### src/rtl/cnn_layer_accel_octo_input_sched.sv
// Feature-map load scheduler for cnn_layer_accel_octo: validates geometry, drives derived cfg,
// then streams sequence words followed by pixel words over one tagged, registered datain bus.
module cnn_layer_accel_octo_input_sched #(
  parameter int C_PIXEL_WIDTH    = 16,
  parameter int C_SEQ_DATA_WIDTH = 13,
  parameter int C_DIM_WIDTH      = 10
) (
  input  logic                        clk_500MHz,
  input  logic                        rst_n,
  input  logic                        start,
  input  logic [C_DIM_WIDTH-1:0]      cfg_rows,
  input  logic [C_DIM_WIDTH-1:0]      cfg_cols,
  input  logic [C_DIM_WIDTH-1:0]      cfg_kernel,
  input  logic [C_SEQ_DATA_WIDTH-1:0] seq_in_data,
  input  logic                        seq_in_valid,
  output logic                        seq_in_rdy,
  input  logic [C_PIXEL_WIDTH-1:0]    pix_in_data,
  input  logic                        pix_in_valid,
  output logic                        pix_in_rdy,
  output logic                        new_map,
  output logic [C_DIM_WIDTH-1:0]      num_input_rows_cfg,
  output logic [C_DIM_WIDTH-1:0]      num_input_cols_cfg,
  output logic [C_DIM_WIDTH-1:0]      num_output_rows_cfg,
  output logic [C_DIM_WIDTH-1:0]      num_output_cols_cfg,
  output logic [C_DIM_WIDTH+2:0]      seq_full_count_cfg,
  output logic [C_DIM_WIDTH-1:0]      row_matric_done_count_cfg,
  output logic [C_PIXEL_WIDTH-1:0]    datain,
  output logic                        datain_valid,
  output logic                        seq_datain_tag,
  output logic                        pixel_datain_tag,
  input  logic                        seq_datain_rdy,
  input  logic                        pixel_datain_rdy,
  output logic                        busy,
  output logic                        done,
  output logic                        cfg_err
);

  localparam int SEQ_CW = C_DIM_WIDTH + 3;
  localparam int PIX_CW = 2 * C_DIM_WIDTH;

  typedef enum logic [2:0] {
    S_IDLE,
    S_CFG,
    S_NEWMAP,
    S_SEQ,
    S_GAP,
    S_PIX
  } state_e;

  state_e state_q, state_d;

  logic [C_DIM_WIDTH-1:0]   rows_q, rows_d;
  logic [C_DIM_WIDTH-1:0]   in_rows_q, in_rows_d;
  logic [C_DIM_WIDTH-1:0]   in_cols_q, in_cols_d;
  logic [C_DIM_WIDTH-1:0]   out_rows_q, out_rows_d;
  logic [C_DIM_WIDTH-1:0]   out_cols_q, out_cols_d;
  logic [SEQ_CW-1:0]        seq_full_q, seq_full_d;
  logic [C_DIM_WIDTH-1:0]   cols_q, cols_d;
  logic [SEQ_CW-1:0]        seq_rem_q, seq_rem_d;
  logic [PIX_CW-1:0]        pix_rem_q, pix_rem_d;
  logic [PIX_CW-1:0]        acc_rem_q, acc_rem_d;
  logic [C_PIXEL_WIDTH-1:0] data_q, data_d;
  logic                     valid_q, valid_d;
  logic                     seq_tag_q, seq_tag_d;
  logic                     pix_tag_q, pix_tag_d;
  logic                     done_q, done_d;
  logic                     cfg_err_q, cfg_err_d;

  logic              geom_ok;
  logic              start_idle;
  logic              dn_acc;
  logic              out_free;
  logic              last_acc;
  logic              seq_fire;
  logic              pix_fire;
  logic [PIX_CW-1:0] pix_total;

  assign geom_ok    = (cfg_kernel != '0) && (cfg_kernel <= cfg_rows) && (cfg_kernel <= cfg_cols);
  assign start_idle = start && (state_q == S_IDLE);

  // The output register accepts a new word when empty or when its word leaves this cycle.
  assign dn_acc   = valid_q && ((seq_tag_q && seq_datain_rdy) || (pix_tag_q && pixel_datain_rdy));
  assign out_free = !valid_q || dn_acc;
  assign last_acc = dn_acc && (acc_rem_q == PIX_CW'(1));

  assign seq_in_rdy = (state_q == S_SEQ) && (seq_rem_q != '0) && out_free;
  assign pix_in_rdy = (state_q == S_PIX) && (pix_rem_q != '0) && out_free;
  assign seq_fire   = seq_in_valid && seq_in_rdy;
  assign pix_fire   = pix_in_valid && pix_in_rdy;

  assign pix_total = PIX_CW'(rows_q) * PIX_CW'(cols_q);

  // NOTE: flops use non-blocking assignments so every register samples pre-edge values.
  always_ff @(posedge clk_500MHz or negedge rst_n) begin
    if (!rst_n) begin
      state_q <= S_IDLE;
    end else begin
      state_q <= state_d;
    end
  end

  // NOTE: every signal written in an always_comb gets a default first, so no latch is inferred.
  always_comb begin
    state_d = state_q;
    case (state_q)
      S_IDLE:   if (start && geom_ok) state_d = S_CFG;
      S_CFG:    state_d = S_NEWMAP;
      S_NEWMAP: state_d = S_SEQ;
      S_SEQ:    if (last_acc) state_d = S_GAP;
      S_GAP:    state_d = S_PIX;
      S_PIX:    if (last_acc) state_d = S_IDLE;
      default:  state_d = S_IDLE;
    endcase
  end

  always_comb begin
    new_map = 1'b0;
    busy    = 1'b1;
    case (state_q)
      S_IDLE:   busy    = 1'b0;
      S_NEWMAP: new_map = 1'b1;
      default:  ;
    endcase
  end

  always_comb begin
    rows_d     = rows_q;
    in_rows_d  = in_rows_q;
    in_cols_d  = in_cols_q;
    out_rows_d = out_rows_q;
    out_cols_d = out_cols_q;
    seq_full_d = seq_full_q;
    cols_d     = cols_q;
    seq_rem_d  = seq_rem_q;
    pix_rem_d  = pix_rem_q;
    acc_rem_d  = acc_rem_q;
    data_d     = data_q;
    valid_d    = valid_q;
    seq_tag_d  = seq_tag_q;
    pix_tag_d  = pix_tag_q;
    done_d     = 1'b0;
    cfg_err_d  = 1'b0;

    if (start_idle) begin
      if (geom_ok) begin
        rows_d     = cfg_rows;
        cols_d     = cfg_cols;
        in_rows_d  = cfg_rows - C_DIM_WIDTH'(1);
        in_cols_d  = cfg_cols - C_DIM_WIDTH'(1);
        out_rows_d = cfg_rows - cfg_kernel;
        out_cols_d = cfg_cols - cfg_kernel;
        // Widened before subtracting so (cols-k+1)*5 cannot wrap inside the field width.
        seq_full_d = (SEQ_CW'(cfg_cols) - SEQ_CW'(cfg_kernel) + SEQ_CW'(1)) * SEQ_CW'(5);
      end else begin
        cfg_err_d = 1'b1;
      end
    end

    if (seq_fire) seq_rem_d = seq_rem_q - SEQ_CW'(1);
    if (pix_fire) pix_rem_d = pix_rem_q - PIX_CW'(1);
    if (dn_acc)   acc_rem_d = acc_rem_q - PIX_CW'(1);

    case (state_q)
      S_NEWMAP: begin
        seq_rem_d = seq_full_q;
        pix_rem_d = pix_total;
        acc_rem_d = PIX_CW'(seq_full_q);
      end
      S_GAP:   acc_rem_d = pix_total;
      S_PIX:   if (last_acc) done_d = 1'b1;
      default: ;
    endcase

    if (seq_fire) begin
      data_d    = C_PIXEL_WIDTH'(seq_in_data);
      valid_d   = 1'b1;
      seq_tag_d = 1'b1;
      pix_tag_d = 1'b0;
    end else if (pix_fire) begin
      data_d    = pix_in_data;
      valid_d   = 1'b1;
      seq_tag_d = 1'b0;
      pix_tag_d = 1'b1;
    end else if (dn_acc) begin
      valid_d   = 1'b0;
      seq_tag_d = 1'b0;
      pix_tag_d = 1'b0;
    end
  end

  always_ff @(posedge clk_500MHz or negedge rst_n) begin
    if (!rst_n) begin
      rows_q     <= '0;
      in_rows_q  <= '0;
      in_cols_q  <= '0;
      out_rows_q <= '0;
      out_cols_q <= '0;
      seq_full_q <= '0;
      cols_q     <= '0;
      seq_rem_q  <= '0;
      pix_rem_q  <= '0;
      acc_rem_q  <= '0;
      data_q     <= '0;
      valid_q    <= 1'b0;
      seq_tag_q  <= 1'b0;
      pix_tag_q  <= 1'b0;
      done_q     <= 1'b0;
      cfg_err_q  <= 1'b0;
    end else begin
      rows_q     <= rows_d;
      in_rows_q  <= in_rows_d;
      in_cols_q  <= in_cols_d;
      out_rows_q <= out_rows_d;
      out_cols_q <= out_cols_d;
      seq_full_q <= seq_full_d;
      cols_q     <= cols_d;
      seq_rem_q  <= seq_rem_d;
      pix_rem_q  <= pix_rem_d;
      acc_rem_q  <= acc_rem_d;
      data_q     <= data_d;
      valid_q    <= valid_d;
      seq_tag_q  <= seq_tag_d;
      pix_tag_q  <= pix_tag_d;
      done_q     <= done_d;
      cfg_err_q  <= cfg_err_d;
    end
  end

  assign num_input_rows_cfg        = in_rows_q;
  assign num_input_cols_cfg        = in_cols_q;
  assign num_output_rows_cfg       = out_rows_q;
  assign num_output_cols_cfg       = out_cols_q;
  assign seq_full_count_cfg        = seq_full_q;
  assign row_matric_done_count_cfg = cols_q;
  assign datain                    = data_q;
  assign datain_valid              = valid_q;
  assign seq_datain_tag            = seq_tag_q;
  assign pixel_datain_tag          = pix_tag_q;
  assign done                      = done_q;
  assign cfg_err                   = cfg_err_q;

endmodule

### config.mk
export PLATFORM = sky130hd
export DESIGN_NAME = cnn_layer_accel_octo_input_sched
export DESIGN_NICKNAME = d
export VERILOG_FILES = /design/src/rtl/cnn_layer_accel_octo_input_sched.sv
export SDC_FILE = /design/constraint.sdc
export NUM_CORES = 1
export LEC_CHECK = 0
export BUFFER_PORTS_ARGS = -buffer_cell sky130_fd_sc_hd__buf_2
export CORE_MARGIN = 2
export CORE_UTILIZATION = 40
export DETAILED_ROUTE_END_ITERATION = 6
export PLACE_DENSITY = 0.6
export SYNTH_ARGS = -nofsm -noshare
export SYNTH_HDL_FRONTEND = slang
export SYNTH_SLANG_ARGS = --single-unit
### constraint.sdc
create_clock -name clk_500MHz -period 6.3 [get_ports clk_500MHz]
set_clock_uncertainty 0.1 [all_clocks]
set_input_delay 1.26 -clock clk_500MHz [delete_from_list [all_inputs] [get_ports clk_500MHz]]
set_output_delay 1.26 -clock clk_500MHz [all_outputs]
set_load 0.01 [all_outputs]
## Yosys cells after proc, flatten, opt, wreduce, memory -nomap -nowiden

Cells that the tools add are included.

- Flip-flop bits (word level): 150
- Output and inout port bits: 88

- Reductions and logical operators: 28
- Multiplexer cells: 24
- Magnitude comparators: 2
- Add/sub/neg operators: 9
- $mul: 2
- Eq/ne operators: 9

Operators by type and width:

| operator | number |
|---|---|
| $mux W20 | 3 |
| $pmux W20 S2 | 1 |
| $sub A20 B1 Y20 const B | 2 |
| $mux W16 | 2 |
| $mux W13 | 2 |
| $eq A20 B1 Y1 const B | 1 |
| $le A10 B10 Y1 | 2 |
| $mul A10 B10 Y20 | 1 |
| $reduce_bool A20 Y1 | 1 |
| $sub A10 B1 Y10 const B | 2 |
| $sub A10 B10 Y10 | 2 |
| $pmux W3 S6 | 1 |
| $logic_and A1 B1 Y1 | 14 |
| $mul A13 B3 Y13 const B | 1 |
| $reduce_bool A13 Y1 | 1 |
| $sub A13 B1 Y13 const B | 1 |
| $add A11 B2 Y12 const B | 1 |
| $mux W1 | 12 |
| $sub A10 B10 Y11 | 1 |
| $reduce_bool A10 Y1 | 1 |
| $mux W3 | 3 |
| $eq A3 B2 Y1 const B | 2 |
| $eq A3 B3 Y1 const B | 2 |
| $reduce_bool A2 Y1 | 3 |
| other kinds (9) | 12 |

## Longest topological paths before layout

- Word-level depth: 8
- Mapped depth: 22
- Gate-level depth less buffers: 21

## Least setup slack after synthesis

OpenSTA, ideal clock, no wires.

- Path kind: reg2reg
- Start point: reg cols_q[3] (netlist: row_matric_done_count_cfg[3])
- End point: reg acc_rem_q[19]
- Buffers on the path: 1
- Cell stages (with the launch flop): 23
- Required time: 6.062 ns
- Period minus slack after synthesis: 5.676 ns
- Data arrival time: 5.438 ns
- Setup slack: 0.624 ns
- Setup time: 0.138 ns
- Cells stage by stage: dfrtp_1 clkbuf_1 nand2_1 fa_1 inv_1 fa_1 inv_1 fa_1 inv_1 fa_1 inv_1 fa_1 inv_1 ha_1 a2111oi_0 nand2_1 a31oi_1 o31ai_1 a31o_2 a21o_1 a21oi_1 xnor2_1 o22ai_1

- Cells in the longest elaborated chain, start to end: 2

RTL lines:

| element | RTL line | text |
|---|---|---|
| start: declaration | 58 | `logic [C_DIM_WIDTH-1:0] cols_q, cols_d;` |
| start signal: assignment | 216 | `cols_q <= cols_d;` |
| $mul A10 B10 Y20 | 91 | `assign pix_total = PIX_CW'(rows_q) * PIX_CW'(cols_q);` |
| $pmux W20 S2 | 163 | `case (state_q)` |
| end signal: assignment | 219 | `acc_rem_q <= acc_rem_d;` |
| end: declaration | 61 | `logic [PIX_CW-1:0] acc_rem_q, acc_rem_d;` |

Every way passes these cells.
A chain may end at the register's enable or synchronous reset.

## Final worst setup path

- Start point: reg rows_q[5]
- End point: reg acc_rem_q[19]

- Cells in the longest elaborated chain, start to end: 2

RTL lines:

| element | RTL line | text |
|---|---|---|
| start: declaration | 52 | `logic [C_DIM_WIDTH-1:0] rows_q, rows_d;` |
| start signal: assignment | 210 | `rows_q <= rows_d;` |
| $mul A10 B10 Y20 | 91 |  |
| $pmux W20 S2 | 163 |  |

Every way passes these cells.

==> run metrics <==
actual slew at the worst max-slew pin=0.951 ns; Yosys warnings=0; Worst Reg-to-Reg Cells=21; Area Growth Syn to Fin=15.2%; CP Launch Point=rows_q[5]; first-pass GRT wire length=51200 um; asr flop ratio synth=between 90% and 100%; CP endpoint kind=flip-flop; Setup TNS=0 ns; period utilisation layout=92.4%; die height=176 um; Seq pwr share=36.8%; status=completed; clock sinks=150; Die W=176 um; RSZ-0062 raised after global routing=false; Placeable Area=0.0289 mm2; largest net degree at the start of global routing=between 70 and 80; drt pass-1 iters=5; gr usage total=between 20% and 30%; P_sw=1680 uW; Cell Int Power=between 2000 and 3000 uW; number of nets in the final layout=1695; crit path DAT=~6.0 ns; minimum clock period after layout=between 5 and 6 ns; DIE AREA=roughly 0.031 mm2; Distinct cells, synth=70; Placed Cells=between 1500 and 2000; Synth Area in Simple Gates=between 20 and 25%; initial antenna violation count=0; Synth Flop Type=dfrtp_1; WL per Instance=approximately 17 um; Post-DRT Antenna Nets=0; Synth Area in Compound Gates=12.1%; # IOs=about 150; Leak=around 0.007 uW; final core utilization=47.1%; # fillers=2792; Adder-Cell Fraction of Synth Area=a little over a fifth; Syn Area/Cell=8.89 um2; crit path max fanout=11; Synth Area in XOR/XNOR=7.26%; WHS=0.376 ns; Iteration-0 DRC Markers=528; DPL Wire Length=23700 um; RR Endpoint=acc_rem_q[19]; Fin. Hold Viols=0; synthesized area=around 0.012 mm2; internal reg-to-reg setup slack=0.48 ns; largest family of logic cells by synthesized area=adder cells; routed vias/inst=5.23; reg2reg start=rows_q[5]; combinational power share=37.7%; # diodes=0; mux share of post-synthesis cell area=1.37%; Setup crit end=acc_rem_q[19]; Synth Register Bits=150; share of cells above drive strength 1=14.9%; Residual DRC=0; CTS tree=done; CTS root buffer=clkbuf_16; Detailed Route WL=30900 um; worst hold path type=reg2reg; number of flops mapped to enable cells by yosys=0; Max Cap Violations=0; Post-Syn Nets=between 1500 and 2000; Setup CP Type=reg2reg; Critical Path Source Type=flip-flop; CTS H-tree lvls=4; Clock Latency Late Sink=0.43 ns; Max Slew Vio Count=0; Post-Layout Cell Count=roughly 1900; Remaining Overflow, GRT=0; clk slew on worst S/H paths=approximately 0.07 ns; Final Setup Violations=0; vias in the first global route=9822; total number of vias=9730; # Post-CTS Setup Buffers=0; Sw Ratio=39.4%; I/O Buffers=153; Std-Cell Rows=62; clock buffer depth=2; Starting Density=40.9%; pwr/cell area=313 mW/mm2; Worst EP required=between 6 and 7 ns; relative slew slack=36.4%; post-synthesis sequential area ratio=31.8%; VDD IR-drop max=0.000186 V; cell count after synthesis=1329; cts repair resizes=0; fmax=~170 MHz; Placer Congestion=0.900; CTS Buf Count=17; CTS hold repair buffers=0; Clk network pwr share=25.5%
## how the worst min path moves through the flow
stage | endpoint | cells after the start | start
after floorplan | seq_rem_q[10] | 2 | seq_rem_q[10]
after global placement | num_output_cols_cfg[0] | 2 | num_output_cols_cfg[0]
after detailed placement | num_output_cols_cfg[7] | 2 | num_output_cols_cfg[7]
after CTS | num_output_cols_cfg[7] | 2 | num_output_cols_cfg[7]
after global routing | num_output_rows_cfg[9] | 1 | num_output_rows_cfg[9]
final | num_output_cols_cfg[7] | 2 | num_output_cols_cfg[7]
## cells in the mapped netlist (all sizes together) (14+ instances only)
master  instances  area [um2]
mux2i          15         150
a21oi          66         330
nor2           81         304
dfrtp         150        3750
o21ai          82         410
nor3           34         170
nor4           25         163
inv            97         364
xor2           41         359
nand3          27         153
fa             65        1300
a21o           14         105
buf            15        75.1
ha            101        1260
nand2         211         792
clkbuf         41         154
xnor2          57         499
and2           68         425
## final cells by class
class	instances	area (um2)	share of cell area (%)
inverter	98	368	2.70
clock buffer	18	439	3.23
sequential	150	3750	27.6
multi-input combinational	1025	7480	55.0
clock inverter	14	181	1.33
tap	384	480	3.53
timing repair buffer	171	907	6.66
## critical path, cell delays in order, from the launching register on
cell and delay (ns):
dfrtp_1 0.51, nand2_1 0.13, fa_1 0.54, inv_1 0.05, fa_1 0.52, inv_1 0.05, fa_1 0.47, inv_1 0.05
fa_1 0.52, inv_1 0.06, fa_1 0.52, inv_1 0.04, ha_1 0.36, a2111oi_0 0.40, nand2_1 0.09, a31oi_1 0.23
o31ai_1 0.15, a31o_2 0.28, a21o_1 0.17, a21oi_1 0.16, xnor2_1 0.16, o22ai_1 0.10
## state kept, by name (all words and copies together) (netlist names)
| register | flops |
|---|---|
| seq_datain_tag | 1 |
| cfg_err | 1 |
| num_input_cols_cfg | 10 |
| num_input_rows_cfg | 10 |
| num_output_cols_cfg | 10 |
| row_matric_done_count_cfg | 10 |
| pixel_datain_tag | 1 |
| done | 1 |
| datain | 16 |
| rows_q | 10 |
| datain_valid | 1 |
| acc_rem_q | 20 |
| pix_rem_q | 20 |
| state_q | 3 |
| seq_rem_q | 13 |
| num_output_rows_cfg | 10 |
| seq_full_count_cfg | 13 |
## power groups by stage
stage          combinational, uW  clock (uW)  sequential [uW]
6_report                    1610        1090             1570
3_5_place_dp                1610           0             1580
3_3_place_gp                1590           0             1570
4_1_cts                     1620        1110             1570
5_1_grt                     1840        1150             1610
2_1_floorplan               1070           0             1570
## cell families after synthesis
| family | count (synthesis) |
|---|---|
| adder cells (fa/ha/maj) | 166 |
| AO/OA/AOI/OAI | 236 |
| buffers and inverters | 154 |
| XOR/XNOR | 98 |
| multiplexers | 16 |
| AND/OR/NAND/NOR | 509 |
| flip-flops | 150 |
## through the flow
step | cell area, um2 | worst slack, ns | total power [uW]
final | 13600 | 0.479 | 4260
after global routing | 13600 | 0.00823 | 4600
after CTS | 13600 | 0.434 | 4300
after detailed placement | 13000 | 0.465 | 3190
after global placement | 13000 | 0.530 | 3160
after floorplan | 11800 | 0.624 | 2630
## per-layer routing
layer  track usage, %  vias up  wire length (um)
li1                 -     4752                 -
met1             28.4     4682             14600
met2             33.6      258             14000
met3             3.59       38              1690
met4             5.27        0               585
met5                0        -                 0
## cells in the final DEF, fill, tap and decap left out, types with 10 or more instances in the layout
master,count
nor2b_1,12
a21o_1,14
a21oi_1,66
nor4_1,24
or3_1,10
fa_1,65
nand2_1,211
xnor2_1,57
ha_1,101
and2_1,68
xor2_1,41
buf_4,18
nor3_1,34
inv_1,97
buf_2,152
clkbuf_16,17
o21ai_0,79
nand3_1,24
dfrtp_1,149
nor2_1,81
mux2i_1,15
No activity file was read; power rests on OpenSTA's default activity.
